[src/rtl/mul_fu_ctrl.sv]
// Sequencer between the multiply reservation station and a multi-cycle unsigned 32x32 multiplier.
// Optional MUL_CDB_FWD_EN lets a result go straight to the CDB in its mult_done cycle.
module mul_fu_ctrl #(
    parameter int ROB_IDX_W = 5,
    parameter int RVFI_W    = 64   // rd_wdata occupies bits [31:0] of the trace packet
) (
    input  logic                 clk,
    input  logic                 rst,
    input  logic                 flush,
    input  logic                 iss_valid,
    output logic                 iss_ready,
    input  logic [1:0]           iss_mulop,
    input  logic [31:0]          iss_rs1_v,
    input  logic [31:0]          iss_rs2_v,
    input  logic [ROB_IDX_W-1:0] iss_rob_idx,
    input  logic [4:0]           iss_rd,
    input  logic [RVFI_W-1:0]    iss_rvfi,
    output logic                 mult_start,
    output logic [31:0]          mult_a,
    output logic [31:0]          mult_b,
    output logic                 mult_abort,
    input  logic                 mult_done,
    input  logic [63:0]          mult_p,
    output logic                 cdb_valid,
    input  logic                 cdb_grant,
    output logic [ROB_IDX_W-1:0] cdb_rob_idx,
    output logic [4:0]           cdb_rd,
    output logic [31:0]          cdb_data,
    output logic [RVFI_W-1:0]    cdb_rvfi,
    output logic                 busy
);

    typedef enum logic [1:0] {IDLE, BUSY, DONE} state_e;

    localparam logic [1:0] OP_MUL    = 2'b00;
    localparam logic [1:0] OP_MULH   = 2'b01;
    localparam logic [1:0] OP_MULHSU = 2'b10;

    state_e                state_q, state_d;
    logic [1:0]            op_q;
    logic [ROB_IDX_W-1:0]  rob_q;
    logic [4:0]            rd_q;
    logic [RVFI_W-1:32]    rvfi_q;
    logic [31:0]           a_q, b_q, res_q;
    logic                  neg_q, start_q, abort_q;

    logic                  accept;
    logic                  rs1_signed, rs2_signed;
    logic [31:0]           a_d, b_d;
    logic                  neg_d;
    logic [63:0]           prod_fix;
    logic [31:0]           prod_sel;
    logic [31:0]           unused_rvfi_lo;

    assign unused_rvfi_lo = iss_rvfi[31:0];

    // Operand magnitudes and result sign from the M-extension signedness of each op.
    assign rs1_signed = (iss_mulop == OP_MULH) || (iss_mulop == OP_MULHSU);
    assign rs2_signed = (iss_mulop == OP_MULH);
    assign a_d   = (rs1_signed && iss_rs1_v[31]) ? (~iss_rs1_v + 32'd1) : iss_rs1_v;
    assign b_d   = (rs2_signed && iss_rs2_v[31]) ? (~iss_rs2_v + 32'd1) : iss_rs2_v;
    assign neg_d = (rs1_signed && iss_rs1_v[31]) ^ (rs2_signed && iss_rs2_v[31]);

    assign prod_fix = neg_q ? (~mult_p + 64'd1) : mult_p;
    assign prod_sel = (op_q == OP_MUL) ? prod_fix[31:0] : prod_fix[63:32];

    assign accept = iss_valid && iss_ready;

    always_ff @(posedge clk or posedge rst) begin
        if (rst) state_q <= IDLE;
        else     state_q <= state_d;
    end

    always_comb begin
        state_d = state_q;
        unique case (state_q)
            IDLE: if (accept) state_d = BUSY;
            BUSY: if (mult_done) begin
`ifdef MUL_CDB_FWD_EN
                state_d = cdb_grant ? IDLE : DONE;
`else
                state_d = DONE;
`endif
            end
            DONE: if (cdb_grant && cdb_valid) state_d = IDLE;
            default: state_d = IDLE;
        endcase
        if (flush) state_d = IDLE;
    end

    always_comb begin
        iss_ready = (state_q == IDLE) && !flush;
        busy      = (state_q != IDLE);
        cdb_valid = (state_q == DONE) && !flush;
        cdb_data  = res_q;
`ifdef MUL_CDB_FWD_EN
        if (state_q == BUSY) begin
            cdb_valid = mult_done && !flush;
            cdb_data  = prod_sel;
        end
`endif
    end

    assign mult_start  = start_q;
    assign mult_abort  = abort_q;
    assign mult_a      = a_q;
    assign mult_b      = b_q;
    assign cdb_rob_idx = rob_q;
    assign cdb_rd      = rd_q;
    assign cdb_rvfi    = {rvfi_q, cdb_data};

    always_ff @(posedge clk or posedge rst) begin
        if (rst) begin
            op_q    <= '0;
            rob_q   <= '0;
            rd_q    <= '0;
            rvfi_q  <= '0;
            a_q     <= '0;
            b_q     <= '0;
            res_q   <= '0;
            neg_q   <= 1'b0;
            start_q <= 1'b0;
            abort_q <= 1'b0;
        end else begin
            start_q <= accept;
            abort_q <= flush && (state_q == BUSY);
            if (accept) begin
                op_q   <= iss_mulop;
                rob_q  <= iss_rob_idx;
                rd_q   <= iss_rd;
                rvfi_q <= iss_rvfi[RVFI_W-1:32];
                a_q    <= a_d;
                b_q    <= b_d;
                neg_q  <= neg_d;
            end
            if ((state_q == BUSY) && mult_done && !flush) res_q <= prod_sel;
        end
    end

endmodule

[config.mk]
export PLATFORM = sky130hd
export DESIGN_NAME = mul_fu_ctrl
export DESIGN_NICKNAME = d
export VERILOG_FILES = /design/src/rtl/mul_fu_ctrl.sv
export SDC_FILE = /design/constraint.sdc
export NUM_CORES = 1
export LEC_CHECK = 0
export ABC_AREA = 1
export CORE_UTILIZATION = 30
export CTS_CLUSTER_SIZE = 24
export DETAILED_ROUTE_END_ITERATION = 10
export PLACE_DENSITY = 0.62
export SLEW_MARGIN = 20
export SYNTH_ARGS = -nofsm -noshare
export SYNTH_HDL_FRONTEND = slang
export SYNTH_SLANG_ARGS = --single-unit
[constraint.sdc]
create_clock -name clk -period 6.3 [get_ports clk]
set_clock_uncertainty 0.05 [all_clocks]
set_input_delay 1.26 -clock clk [delete_from_list [all_inputs] [get_ports clk]]
set_output_delay 1.26 -clock clk [all_outputs]
set_load 0.01 [all_outputs]
Yosys cells after proc, flatten, opt, wreduce, memory -nomap -nowiden
Cells that the tools add are included.

word-level totals
  flip-flop bits (word level) = 145
  bits of input ports = 210
  output and inout bits = 175
  word-level logic and storage cells = 49

cells by class
  add/sub/neg operators = 3
  equality and inequality tests = 7
  multiplexer cells = 9
  bitwise logic cells = 4
  reduce and logical (&&, ||, !) cells = 15

operators by type and width
  kind                     count
  $mux W32                 3
  $add A32 B1 Y32 const B  2
  $add A64 B1 Y64 const B  1
  $mux W64                 1
  $not A32 Y32             2
  $not A64 Y64             1
  $logic_and A1 B1 Y1      9
  $ne A3 B3 Y1 const B     3
  $mux W2                  4
  $pmux W2 S3              1
  $eq A2 B1 Y1 const B     2
  $eq A2 B2 Y1 const B     2
  $logic_not A2 Y1         2
  $reduce_and A3 Y1        1
  $reduce_bool A2 Y1       1
  $logic_not A1 Y1         1
  $logic_or A1 B1 Y1       1
  $xor A1 B1 Y1            1

Logic depth before layout (Yosys ltp)
  depth in word-level cells = 6
  depth in mapped cells = 12
  mapped depth without buffers = 12

Worst setup path after synthesis
Ideal clock, no wire load.

  kind = input to output
  start = in flush
  end = out iss_ready
  arrival = 1.459 ns
  data required time = 4.990 ns
  slack = 3.531 ns
  stages on the path = 1
  buffers on the path = 0
  cells stage by stage = nor2_1

on the way
  longest elaborated chain between the ends = 2

ends and longest elaborated chain
  item                 RTL line  RTL
  from (decl)          9         input logic flush,
  $logic_not A1 Y1     92        iss_ready = (state_q == IDLE) && !flush;
  $logic_and A1 B1 Y1  92
  to (decl)            11        output logic iss_ready,

No other way between the ends.

Worst setup path after layout
Ends and elaborated chain as after synthesis.

==> impl_metrics.env <==
export IMPL_fmax_mhz=256
export IMPL_first_pass_iters=6
export IMPL_hold_class="register to register"
export IMPL_period_share=0.621
export IMPL_mostFrequentLayoutCells="nand2_1, clkdlybuf4s50_1, nor2_1"
export IMPL_critical_path_cell_chain="clkdlybuf4s50_1 > nor2_1 > clkdlybuf4s50_1"
export IMPL_cts_resized=0
export IMPL_die_y_um=183
export IMPL_run_status="complete, no violations"
export IMPL_clock_latency_ns=0.42
export IMPL_r2r_end="mult_a[26]"
export IMPL_maxSlewViolCount=0
export IMPL_diodes=0
export IMPL_setup_tns_ns=0
export IMPL_drc=0
export IMPL_antenna_found_initial=0
export IMPL_fin_crit_ns=3.91
export IMPL_clkSinkCount=145
export IMPL_end_kind="output pin"
export IMPL_cp_max_fo=6
export IMPL_crit_arrival_ns=2.60
export IMPL_cellPowerDensity_nw_per_um2=290
export IMPL_post_route_worst_setup_slack_ns=2.39
export IMPL_min_from="mult_b[19]"
export IMPL_postCtsSetupBuffers=0
export IMPL_finalSetupViolations=0
export IMPL_drive_above_1_share=0.0429
export IMPL_slowest_stage="clkdlybuf4s50_1"
export IMPL_clockRootBuffer="clkbuf_16"
export IMPL_fin_nets=2021
export IMPL_dp_cells=2230
export IMPL_synthToLayoutAreaGrowth_pct=43.7
export IMPL_routed_wl_um=36800
export IMPL_finalNonFillerCells=2260
export IMPL_tightest_slew_ns=0.915
export IMPL_cts_tree="done"
export IMPL_grt_first_pass_wirelength_um=57900
export IMPL_peakVddDrop_mv=0.152
export IMPL_grt_max_degree=83
export IMPL_rows=66
export IMPL_post_route_cell_area_um2=14200
export IMPL_holdWs_ns=0.425
export IMPL_synth_cell_type_count=40
export IMPL_vias=10900
export IMPL_rsz0062_at_grt="false"
export IMPL_r2r_start="state_q[1]"
export IMPL_io_pins=385
export IMPL_clkSlewWorstSetupHoldPaths_ns=0.06
export IMPL_cts_buffers=17
export IMPL_grtUsageTotal=0.223
export IMPL_syn_area_per_cell_um2=6.53
export IMPL_cts_hold_buffers=0
export IMPL_timing_reg2reg_setup_slack_ns=3.49
export IMPL_grt_remaining_overflow=0
export IMPL_core_um2=32500
export IMPL_die_w_um=183
export IMPL_cts_htree_levels=4
export IMPL_ant_nets=0
export IMPL_rr_worst_depth=8
export IMPL_hold_violations=0
export IMPL_layout_commonest_cell="nand2_1"
export IMPL_initial_core_util=0.304
export IMPL_io_buffer_count=352
export IMPL_final_util=0.437
export IMPL_min_to="mult_b[19]"
export IMPL_syn_inst=1511
export IMPL_cts_buffer_depth=2
export IMPL_routabilityCongestion=0.996
export IMPL_wl_per_cell_um=16.3
export IMPL_vias_per_cell=4.82
export IMPL_crit_required_ns=4.99
export IMPL_ys_seq_area_frac=0.368
export IMPL_leakage_nw=6.41
export IMPL_syn_area_um2=9870
export IMPL_synthesis_nets=1725
export IMPL_worst_path_largest_cell_delay_ns=0.58
export IMPL_whs_path_depth=2
export IMPL_crit_top_cell="clkdlybuf4s50_1"
export IMPL_cp_start_kind="input pin"
export IMPL_grt_pass1_vias=10500
export IMPL_synthFlopType="dfrtp_1"
export IMPL_ys_ff_latch=145
export IMPL_synth_warnings=0
export IMPL_async_reset_ff_frac=1.00
export IMPL_die_area_um2=33600
export IMPL_dpl_hpwl_um=28000
export IMPL_post_dp_cell_area_um2=13500
export IMPL_dp_slack_ns=2.13
export IMPL_crit_type="input pin to output pin"
export IMPL_detailedRoute_firstIterationViolations=779
export IMPL_maxCapViolCount=0
export IMPL_synth_edf_count=0
export IMPL_p_total_mw=4.12
export IMPL_slew_headroom=0.390
-- final cells by class --
cell class / instances / area (um2)
clock inverter: 10 / 184
fill: 3311 / 18300
clock buffer: 20 / 457
inverter: 126 / 478
multi-input combinational: 1155 / 5280
tap: 442 / 553
sequential: 145 / 3630
timing repair buffer: 362 / 3600
-- cells by family after synthesis --
kind of cell,Yosys count,share of synthesized area
AND/OR/NAND/NOR,948,0.406
AO/OA/AOI/OAI,170,0.0940
XOR/XNOR,33,0.0293
flip-flops,145,0.368
adder cells (fa/ha/maj),4,0.00507
buffers and inverters,211,0.0980
-- state kept, by name, summed over array words and instances, names as in the netlist --
signal       flops
cdb_data        32
mult_a          32
mult_b          32
rvfi_q          32
cdb_rd           5
cdb_rob_idx      5
op_q             2
state_q          2
mult_abort       1
mult_start       1
neg_q            1
-- report_power, final --
group / leakage [nW] / switching (mW) / total (mW) / internal, mW
Combinational: 4.34 / 0.811 / 1.65 / 0.842
Sequential: 1.77 / 0.162 / 1.32 / 1.16
Clock: 0.308 / 0.425 / 1.14 / 0.719
-- routing by layer --
layer  vias to the layer above  routed length, um  GRT usage
met5                         -                  0          0
met4                         0                988     0.0787
met3                        65               3380     0.0643
met2                       473              17300      0.374
met1                      4983              15100      0.271
li1                       5378                  -          -
-- synth_stat cells (2+ instances only) --
cell / number / area, um2
or2_1: 2 / 12.5
o21ai_1: 7 / 35.0
nand3_4: 2 / 35.0
nand4_1: 18 / 113
nand2_2: 10 / 62.6
buf_2: 32 / 160
a21oi_1: 65 / 325
o211ai_1: 4 / 30.0
nor2_2: 7 / 43.8
nand3b_1: 14 / 105
nand3_2: 2 / 20.0
nor2_1: 231 / 867
nor3_1: 3 / 15.0
o21ai_0: 75 / 375
xor2_1: 32 / 280
dfrtp_1: 145 / 3630
buf_4: 32 / 240
buf_6: 2 / 22.5
o31ai_1: 5 / 37.5
nor2_4: 3 / 33.8
nand2_1: 491 / 1840
clkbuf_1: 18 / 67.6
inv_2: 2 / 7.51
clkinv_1: 2 / 7.51
nand3_1: 161 / 806
inv_1: 122 / 458
a31oi_1: 7 / 43.8
o21ai_2: 2 / 17.5
ha_1: 4 / 50.1
-- worst max path at each step --
stage / from / slack (ns) / cells past startpoint / end
floorplan: rst / 1.10 / 1 / cdb_data[0]
global placement: flush / 2.19 / 7 / mult_a[26]
detailed placement: flush / 2.13 / 7 / mult_a[26]
CTS: flush / 2.38 / 3 / iss_ready
global route: flush / 2.32 / 3 / iss_ready
finish: flush / 2.39 / 3 / iss_ready
-- critical path, delay by kind of cell --
kind,cells,cell delay [ns]
buffers and inverters,2,1.08
and+or+nand+nor,1,0.26
Note: power is estimated with default switching activity, not from simulation.
